--- src/rtl/trap_sequencer_if.sv ---
// Signal bundle between the trap sequencer and the pipeline/CSR side.
// The master modport is the sequencer; the slave modport is the pipeline and CSR file.
interface trap_sequencer_if #(
  parameter int unsigned XLEN = 32
);
  logic            timer_irq;
  logic            ext_irq;
  logic            mie_mtie;
  logic            mie_meie;
  logic [XLEN-1:0] mtvec;
  logic [XLEN-1:0] mepc_in;
  logic [XLEN-1:0] ex_pc;
  logic            ex_valid;
  logic            stall;
  logic            is_mret;

  logic            mepc_wr;
  logic [XLEN-1:0] mepc_wdata;
  logic            mcause_wr;
  logic [XLEN-1:0] mcause_wdata;
  logic            mstatus_mie;
  logic            mstatus_mpie;
  logic            pc_redirect;
  logic [XLEN-1:0] redirect_pc;
  logic            flush;
  logic            busy;

  modport master (
    input  timer_irq, ext_irq, mie_mtie, mie_meie, mtvec, mepc_in, ex_pc, ex_valid, stall,
           is_mret,
    output mepc_wr, mepc_wdata, mcause_wr, mcause_wdata, mstatus_mie, mstatus_mpie,
           pc_redirect, redirect_pc, flush, busy
  );

  modport slave (
    output timer_irq, ext_irq, mie_mtie, mie_meie, mtvec, mepc_in, ex_pc, ex_valid, stall,
           is_mret,
    input  mepc_wr, mepc_wdata, mcause_wr, mcause_wdata, mstatus_mie, mstatus_mpie,
           pc_redirect, redirect_pc, flush, busy
  );
endinterface

--- src/rtl/trap_sequencer.sv ---
// Machine-mode interrupt entry and MRET return sequencer sitting beside EX.
// Owns mstatus.MIE/MPIE, writes mepc/mcause, and drives PC redirect plus flush.
module trap_sequencer #(
  parameter int unsigned XLEN       = 32,
  parameter bit          VECTORED   = 1'b1,
  parameter int unsigned TIMER_CODE = 7,
  parameter int unsigned EXT_CODE   = 11
) (
  input logic              clk,
  input logic              rst,
  trap_sequencer_if.master bus
);

  localparam int unsigned CodeW = 6;

  typedef enum logic [1:0] {StIdle, StTrap, StRet, StDrain} state_e;

  state_e           state_q, state_d;
  logic             mie_q, mie_d;
  logic             mpie_q, mpie_d;
  logic [XLEN-1:0]  epc_q, epc_d;
  logic [CodeW-1:0] code_q, code_d;

  logic            ok;
  logic            ext_take;
  logic            tmr_take;
  logic            take;
  logic [XLEN-1:0] base;
  logic [XLEN-1:0] vec_off;

  assign ok       = bus.ex_valid & ~bus.stall;
  assign ext_take = bus.ext_irq & bus.mie_meie;
  assign tmr_take = bus.timer_irq & bus.mie_mtie;
  assign take     = mie_q & (ext_take | tmr_take);
  assign base     = bus.mtvec & ~XLEN'(3);
  assign vec_off  = VECTORED ? {{(XLEN-CodeW-2){1'b0}}, code_q, 2'b00} : '0;

  always_ff @(posedge clk) begin
    if (rst) begin
      state_q <= StIdle;
      mie_q   <= 1'b0;
      mpie_q  <= 1'b0;
      epc_q   <= '0;
      code_q  <= '0;
    end else begin
      state_q <= state_d;
      mie_q   <= mie_d;
      mpie_q  <= mpie_d;
      epc_q   <= epc_d;
      code_q  <= code_d;
    end
  end

  always_comb begin
    state_d = state_q;
    mie_d   = mie_q;
    mpie_d  = mpie_q;
    epc_d   = epc_q;
    code_d  = code_q;

    unique case (state_q)
      StIdle: begin
        // MRET has priority; a pending interrupt is re-evaluated once DRAIN ends.
        if (ok && bus.is_mret) begin
          state_d = StRet;
        end else if (ok && take) begin
          state_d = StTrap;
          epc_d   = bus.ex_pc;
          code_d  = ext_take ? CodeW'(EXT_CODE) : CodeW'(TIMER_CODE);
        end
      end
      StTrap: begin
        mpie_d  = mie_q;
        mie_d   = 1'b0;
        state_d = StDrain;
      end
      StRet: begin
        mie_d   = mpie_q;
        mpie_d  = 1'b1;
        state_d = StDrain;
      end
      StDrain: state_d = StIdle;
      default: state_d = StIdle;
    endcase
  end

  // Outputs are forced low while rst is sampled, even if the state is still TRAP/RET.
  always_comb begin
    bus.mepc_wr      = 1'b0;
    bus.mepc_wdata   = '0;
    bus.mcause_wr    = 1'b0;
    bus.mcause_wdata = '0;
    bus.pc_redirect  = 1'b0;
    bus.redirect_pc  = '0;
    bus.flush        = 1'b0;
    bus.busy         = 1'b0;
    if (!rst) begin
      bus.busy = (state_q != StIdle);
      unique case (state_q)
        StTrap: begin
          bus.mepc_wr      = 1'b1;
          bus.mepc_wdata   = epc_q;
          bus.mcause_wr    = 1'b1;
          bus.mcause_wdata = {1'b1, {(XLEN-1-CodeW){1'b0}}, code_q};
          bus.pc_redirect  = 1'b1;
          bus.redirect_pc  = base + vec_off;
          bus.flush        = 1'b1;
        end
        StRet: begin
          bus.pc_redirect = 1'b1;
          bus.redirect_pc = bus.mepc_in;
          bus.flush       = 1'b1;
        end
        default: ;
      endcase
    end
  end

  assign bus.mstatus_mie  = mie_q;
  assign bus.mstatus_mpie = mpie_q;

endmodule
--- src/flat_wrapper.sv ---
// flat-port wrapper written by rule: the top's interface ports become plain ports
module trap_sequencer_flat 
#(
  parameter int unsigned XLEN       = 32,
  parameter bit          VECTORED   = 1'b1,
  parameter int unsigned TIMER_CODE = 7,
  parameter int unsigned EXT_CODE   = 11
)
  (clk, rst, bus_timer_irq, bus_ext_irq, bus_mie_mtie, bus_mie_meie, bus_mtvec, bus_mepc_in, bus_ex_pc, bus_ex_valid, bus_stall, bus_is_mret, bus_mepc_wr, bus_mepc_wdata, bus_mcause_wr, bus_mcause_wdata, bus_mstatus_mie, bus_mstatus_mpie, bus_pc_redirect, bus_redirect_pc, bus_flush, bus_busy);
  trap_sequencer_if #(.XLEN(XLEN)) bus_i ();
  input logic clk;
  input logic rst;
  input wire logic [$bits(bus_i.timer_irq)-1:0] bus_timer_irq;
  input wire logic [$bits(bus_i.ext_irq)-1:0] bus_ext_irq;
  input wire logic [$bits(bus_i.mie_mtie)-1:0] bus_mie_mtie;
  input wire logic [$bits(bus_i.mie_meie)-1:0] bus_mie_meie;
  input wire logic [$bits(bus_i.mtvec)-1:0] bus_mtvec;
  input wire logic [$bits(bus_i.mepc_in)-1:0] bus_mepc_in;
  input wire logic [$bits(bus_i.ex_pc)-1:0] bus_ex_pc;
  input wire logic [$bits(bus_i.ex_valid)-1:0] bus_ex_valid;
  input wire logic [$bits(bus_i.stall)-1:0] bus_stall;
  input wire logic [$bits(bus_i.is_mret)-1:0] bus_is_mret;
  output wire logic [$bits(bus_i.mepc_wr)-1:0] bus_mepc_wr;
  output wire logic [$bits(bus_i.mepc_wdata)-1:0] bus_mepc_wdata;
  output wire logic [$bits(bus_i.mcause_wr)-1:0] bus_mcause_wr;
  output wire logic [$bits(bus_i.mcause_wdata)-1:0] bus_mcause_wdata;
  output wire logic [$bits(bus_i.mstatus_mie)-1:0] bus_mstatus_mie;
  output wire logic [$bits(bus_i.mstatus_mpie)-1:0] bus_mstatus_mpie;
  output wire logic [$bits(bus_i.pc_redirect)-1:0] bus_pc_redirect;
  output wire logic [$bits(bus_i.redirect_pc)-1:0] bus_redirect_pc;
  output wire logic [$bits(bus_i.flush)-1:0] bus_flush;
  output wire logic [$bits(bus_i.busy)-1:0] bus_busy;
  assign bus_i.timer_irq = bus_timer_irq;
  assign bus_i.ext_irq = bus_ext_irq;
  assign bus_i.mie_mtie = bus_mie_mtie;
  assign bus_i.mie_meie = bus_mie_meie;
  assign bus_i.mtvec = bus_mtvec;
  assign bus_i.mepc_in = bus_mepc_in;
  assign bus_i.ex_pc = bus_ex_pc;
  assign bus_i.ex_valid = bus_ex_valid;
  assign bus_i.stall = bus_stall;
  assign bus_i.is_mret = bus_is_mret;
  assign bus_mepc_wr = bus_i.mepc_wr;
  assign bus_mepc_wdata = bus_i.mepc_wdata;
  assign bus_mcause_wr = bus_i.mcause_wr;
  assign bus_mcause_wdata = bus_i.mcause_wdata;
  assign bus_mstatus_mie = bus_i.mstatus_mie;
  assign bus_mstatus_mpie = bus_i.mstatus_mpie;
  assign bus_pc_redirect = bus_i.pc_redirect;
  assign bus_redirect_pc = bus_i.redirect_pc;
  assign bus_flush = bus_i.flush;
  assign bus_busy = bus_i.busy;
  trap_sequencer #(.XLEN(XLEN), .VECTORED(VECTORED), .TIMER_CODE(TIMER_CODE), .EXT_CODE(EXT_CODE)) u_core (.clk(clk), .rst(rst), .bus(bus_i));
endmodule
--- config.mk ---
export PLATFORM = sky130hd
export DESIGN_NAME = trap_sequencer_flat
export DESIGN_NICKNAME = d
export VERILOG_FILES = /design/src/rtl/trap_sequencer_if.sv /design/src/rtl/trap_sequencer.sv /design/src/flat_wrapper.sv
export SDC_FILE = /design/constraint.sdc
export NUM_CORES = 1
export LEC_CHECK = 0
export CAP_MARGIN = 25
export CORE_MARGIN = 5
export CORE_UTILIZATION = 36
export CTS_CLUSTER_SIZE = 24
export DETAILED_ROUTE_END_ITERATION = 8
export GPL_TIMING_DRIVEN = 0
export PLACE_DENSITY = 0.82
export SLEW_MARGIN = 10
export SYNTH_ARGS = -nofsm -noshare
export SYNTH_HDL_FRONTEND = slang
export SYNTH_SLANG_ARGS = --single-unit
--- constraint.sdc ---
create_clock -name clk -period 3.6 [get_ports clk]
set_input_delay 0.72 -clock clk [delete_from_list [all_inputs] [get_ports clk]]
set_output_delay 0.72 -clock clk [all_outputs]
set_load 0.01 [all_outputs]
==> run_summary.xml <==
<?xml version="1.0" encoding="UTF-8"?>
<metrics>
  <group name="synthesis">
    <metric name="synth_top_area_share" unit="%">25.99</metric>
    <metric name="synth_area_leader" unit="">sky130_fd_sc_hd__dfxtp_1</metric>
    <metric name="yosys_register_bits" unit="">39</metric>
    <metric name="synth_edf_count" unit="">0</metric>
    <metric name="synth_compound_area_share" unit="%">14.70</metric>
    <metric name="post_synth_inst_count" unit="">422</metric>
    <metric name="postSynth.topFlopCell" unit="">sky130_fd_sc_hd__dfxtp_1</metric>
    <metric name="synth_most_common_cell" unit="">sky130_fd_sc_hd__nand2_1</metric>
    <metric name="largest_family_of_logic_cells_by_synthesized_area" unit="">simple AND/OR/NAND/NOR gates</metric>
    <metric name="part_of_the_yosys_area_used_for_sequential_elements" unit="%">25.99</metric>
    <metric name="synth-adder-area-share" unit="%">3.998</metric>
    <metric name="synthDistinctLibCells" unit="">43</metric>
    <metric name="synth_warnings" unit="">0</metric>
    <metric name="synth_xor_area_share" unit="%">7.289</metric>
    <metric name="top_post_synthesis_cells_by_area" unit="">sky130_fd_sc_hd__dfxtp_1 (26%), sky130_fd_sc_hd__nand2_1 (13%), sky130_fd_sc_hd__buf_4 (7.7%)</metric>
    <metric name="synthTopCellsByCount" unit="">sky130_fd_sc_hd__nand2_1 (101), sky130_fd_sc_hd__a21oi_1 (40), sky130_fd_sc_hd__dfxtp_1 (39), sky130_fd_sc_hd__and2_1 (37), sky130_fd_sc_hd__buf_4 (31)</metric>
    <metric name="syn_area_per_cell" unit="um2">7.119</metric>
    <metric name="synth.mux.area_fraction" unit="%">0.8330</metric>
    <metric name="synth-async-reset-ratio" unit="%">0</metric>
    <metric name="post_synth_and_or_nand_nor_area_fraction" unit="%">33.36</metric>
    <metric name="post_synth_instance_area" unit="um2">3004</metric>
  </group>
  <group name="clock_tree">
    <metric name="cts.htree.levels" unit="">2</metric>
    <metric name="max-clock-path-buffers" unit="">2</metric>
    <metric name="cts_made_buffers" unit="">5</metric>
    <metric name="cts_tree" unit="">built</metric>
    <metric name="cts_root_buffer" unit="">sky130_fd_sc_hd__clkbuf_8</metric>
    <metric name="clk-insertion-delay-late" unit="ns">0.29</metric>
    <metric name="clk_pin_slew" unit="ns">0.08</metric>
    <metric name="numClockSinks" unit="">39</metric>
    <metric name="cts_hold_buffers" unit="">0</metric>
  </group>
  <group name="power_and_ir_drop">
    <metric name="finalPower" unit="mW">1.217</metric>
    <metric name="ir_drop" unit="mV">0.4413</metric>
    <metric name="power_density" unit="nW/um2">229.9</metric>
    <metric name="power.static_leakage" unit="nW">2.146</metric>
  </group>
  <group name="critical_path">
    <metric name="delay_heaviest_family_cp" unit="">buffers and inverters</metric>
    <metric name="worstSetupEndpointType" unit="">primary output</metric>
    <metric name="worst_r2r_path_depth" unit="">7</metric>
    <metric name="criticalPathCategory" unit="">primary input to primary output</metric>
    <metric name="worst_path_maximum_fanout" unit="">7</metric>
    <metric name="worstSetupStartpointType" unit="">primary input</metric>
    <metric name="cp_slowest_cell" unit="">sky130_fd_sc_hd__clkdlybuf4s50_1</metric>
    <metric name="cp_num_buf_inv" unit="">4</metric>
    <metric name="cp_slowest_stage_delay" unit="ns">0.46</metric>
    <metric name="path_depth" unit="">10</metric>
    <metric name="required" unit="ns">2.88</metric>
    <metric name="timing.critical_path.cells" unit="">clkdlybuf4s50_1 &gt; ha_4 &gt; nand3_1 &gt; o22ai_4 &gt; buf_6 &gt; buf_4 &gt; nand4_1 &gt; xor2_1 &gt; o21ai_0 &gt; dlygate4sd2_1</metric>
    <metric name="arrival" unit="ns">2.81</metric>
  </group>
  <group name="floorplan">
    <metric name="initial_core_utilization" unit="%">36.75</metric>
    <metric name="fp.dieW" unit="um">101.4</metric>
    <metric name="core-area" unit="um2">8175</metric>
    <metric name="fp.dieArea" unit="um2">10270</metric>
    <metric name="row_count" unit="">33</metric>
    <metric name="die_y" unit="um">101.4</metric>
    <metric name="io-pin-count" unit="">208</metric>
  </group>
  <group name="finish">
    <metric name="layout.nets" unit="">759</metric>
    <metric name="multi_input_comb_area" unit="um2">1991</metric>
    <metric name="area_added_between_synthesis_and_finish" unit="%">76.26</metric>
    <metric name="layout.cells.non_filler" unit="">751</metric>
    <metric name="antenna-diode-count" unit="">0</metric>
    <metric name="sequential_cell_area" unit="um2">780.7</metric>
    <metric name="drive_above_1_share" unit="%">16.10</metric>
    <metric name="finalInstanceArea" unit="um2">5295</metric>
    <metric name="nFillCells" unit="">713</metric>
  </group>
  <group name="worst_hold_path">
    <metric name="min_path_cells" unit="">2</metric>
    <metric name="hold_path_class" unit="">flop to flop</metric>
  </group>
  <group name="detailed_routing">
    <metric name="drt_iter0_markers" unit="">90</metric>
    <metric name="postRouteWirelength" unit="um">11280</metric>
    <metric name="vias" unit="">3595</metric>
    <metric name="drc" unit="">0</metric>
    <metric name="drt_first_pass_iters" unit="">4</metric>
    <metric name="routed_via_density" unit="">4.787</metric>
    <metric name="detail-route-antenna-nets" unit="">0</metric>
    <metric name="wl_per_cell" unit="um">15.01</metric>
  </group>
  <group name="global_route">
    <metric name="grt.total_usage" unit="%">20.75</metric>
    <metric name="global_route.overflow_total" unit="">0</metric>
    <metric name="vias_in_the_first_global_route" unit="">3553</metric>
    <metric name="number_of_antenna_violations_at_the_first_check_in_global_routing" unit="">0</metric>
    <metric name="grt_first_pass_wirelength" unit="um">17170</metric>
    <metric name="maximum_number_of_pins_on_one_net_before_global_route_repair" unit="">14</metric>
  </group>
  <group name="timing">
    <metric name="timing.final.ws_setup" unit="ns">0.07410</metric>
    <metric name="finalHoldViolations" unit="">0</metric>
    <metric name="finalSetupViolations" unit="">0</metric>
    <metric name="tightest_slew" unit="ns">0.5154</metric>
    <metric name="finalHoldWorstSlack" unit="ns">0.4534</metric>
    <metric name="drv_slew" unit="">0</metric>
    <metric name="finalWorstPathRequiredPeriod" unit="ns">3.526</metric>
    <metric name="post-route-period-util" unit="%">97.94</metric>
    <metric name="skew" unit="ns">0.004686</metric>
    <metric name="timing.max_slew.rel_slack" unit="%">65.64</metric>
    <metric name="fmax" unit="GHz">0.2836</metric>
  </group>
  <group name="placed_design">
    <metric name="placement.cell_area" unit="um2">5005</metric>
    <metric name="placement.setup.worst_slack" unit="ns">-0.9327</metric>
    <metric name="finalWeightedCongestion" unit="">0.8753</metric>
    <metric name="place.port_buffers" unit="">177</metric>
    <metric name="place_hpwl" unit="um">9206</metric>
    <metric name="place_inst" unit="">730</metric>
  </group>
  <group name="run">
    <metric name="drv.max_cap_violation_count" unit="">0</metric>
  </group>
  <group name="run_status">
    <metric name="run_status" unit="">finished, final reports clean</metric>
  </group>
</metrics>
placed cells by master, fill, tap and decap left out, types with 3 or more instances in the layout:
cell type,synthesis,layout
sky130_fd_sc_hd__a21oi_1,40,38
sky130_fd_sc_hd__clkdlybuf4s15_2,0,5
sky130_fd_sc_hd__nand2_1,101,100
sky130_fd_sc_hd__conb_1,1,27
sky130_fd_sc_hd__and2_1,37,37
sky130_fd_sc_hd__buf_4,31,43
sky130_fd_sc_hd__o21ai_1,9,14
sky130_fd_sc_hd__xnor2_1,5,5
sky130_fd_sc_hd__clkbuf_8,0,5
sky130_fd_sc_hd__o21ai_0,19,13
sky130_fd_sc_hd__ha_1,8,5
sky130_fd_sc_hd__clkbuf_1,12,11
sky130_fd_sc_hd__nand4_1,13,13
sky130_fd_sc_hd__buf_6,2,5
sky130_fd_sc_hd__nand3_2,4,4
sky130_fd_sc_hd__buf_2,10,16
sky130_fd_sc_hd__clkdlybuf4s50_1,0,148
sky130_fd_sc_hd__inv_1,11,10
sky130_fd_sc_hd__and3_1,5,5
sky130_fd_sc_hd__dfxtp_1,39,39
sky130_fd_sc_hd__dlygate4sd2_1,0,11
sky130_fd_sc_hd__dlymetal6s2s_1,0,4
sky130_fd_sc_hd__nor2_1,11,11
sky130_fd_sc_hd__nand4b_1,3,3
sky130_fd_sc_hd__xor2_1,20,20
sky130_fd_sc_hd__nand3_1,9,9
worst min-delay path: cells and delay by family, from the launching register on:
family	cells	cell delay, ns
compound gates	1	0.05
flops	1	0.31
simple gates	1	0.05
kinds of logic (layout without fill, tap and decap cells):
family,after synthesis,after routing
compound gates,79,79
xor+xnor,25,25
fa+ha+maj,9,9
buf+inv,67,265
flops,39,39
mux,2,2
other cells,1,27
simple gates,200,200
sequential cells by signal, indices dropped and copies added (netlist names):
| register | count |
|---|---|
| u_core.epc_q | 32 |
| u_core.code_q | 3 |
| u_core.bus.mstatus_mie | 1 |
| u_core.state_q | 2 |
| u_core.bus.mstatus_mpie | 1 |
final timing paths:
path / from / end / slack, ns
worst min register to register: u_core.epc_q[29]$_SDFFE_PP0P_ / u_core.epc_q[29]$_SDFFE_PP0P_ / 0.45
worst min-delay path: u_core.epc_q[29]$_SDFFE_PP0P_ / u_core.epc_q[29]$_SDFFE_PP0P_ / 0.45
worst max register to register: u_core.state_q[0]$_SDFFE_PP0P_ / u_core.epc_q[8]$_SDFFE_PP0P_ / 1.85
worst max-delay path: bus_mtvec[4] / bus_redirect_pc[19] / 0.07
per-layer routing:
metal	track usage (%)	share of wire, %	routed length, um
met1	22.49	37	4186
met2	36.97	48	5459
met3	8.402	12	1389
met4	6.237	2.1	240
met5	0	0	0
power breakdown:
part,internal [mW],total [mW],leakage (nW),switching [mW]
registers,0.437,0.442,0.314,0.00469
clock network,0.276,0.437,0.0644,0.160
logic,0.194,0.339,1.77,0.145
stage by stage:
stage | util (%) | setup TNS, ns
floorplan | - | 0
global placement | 61.22 | -12.14
detailed placement | 61.22 | -12.91
CTS | 63.97 | -0.4612
global route | 64.77 | -0.03282
finish | 64.77 | 0
repair_timing:
action	4_1_cts	5_1_grt
resized for setup	76	21
endpoints found under the setup margin	27	30
buffers inserted	7	6
pin swaps	3	8
cell type report:
cell class	count	share of cell area [%]
plain buffers	56	7.254
clock inverters	3	1.276
multi-input cells	342	37.59
well taps	105	2.481
clock buffers	5	1.300
flip-flops and latches	39	14.74
inverters	11	0.7798
repair buffers	190	34.57
No activity file was read; power rests on OpenSTA's default activity.
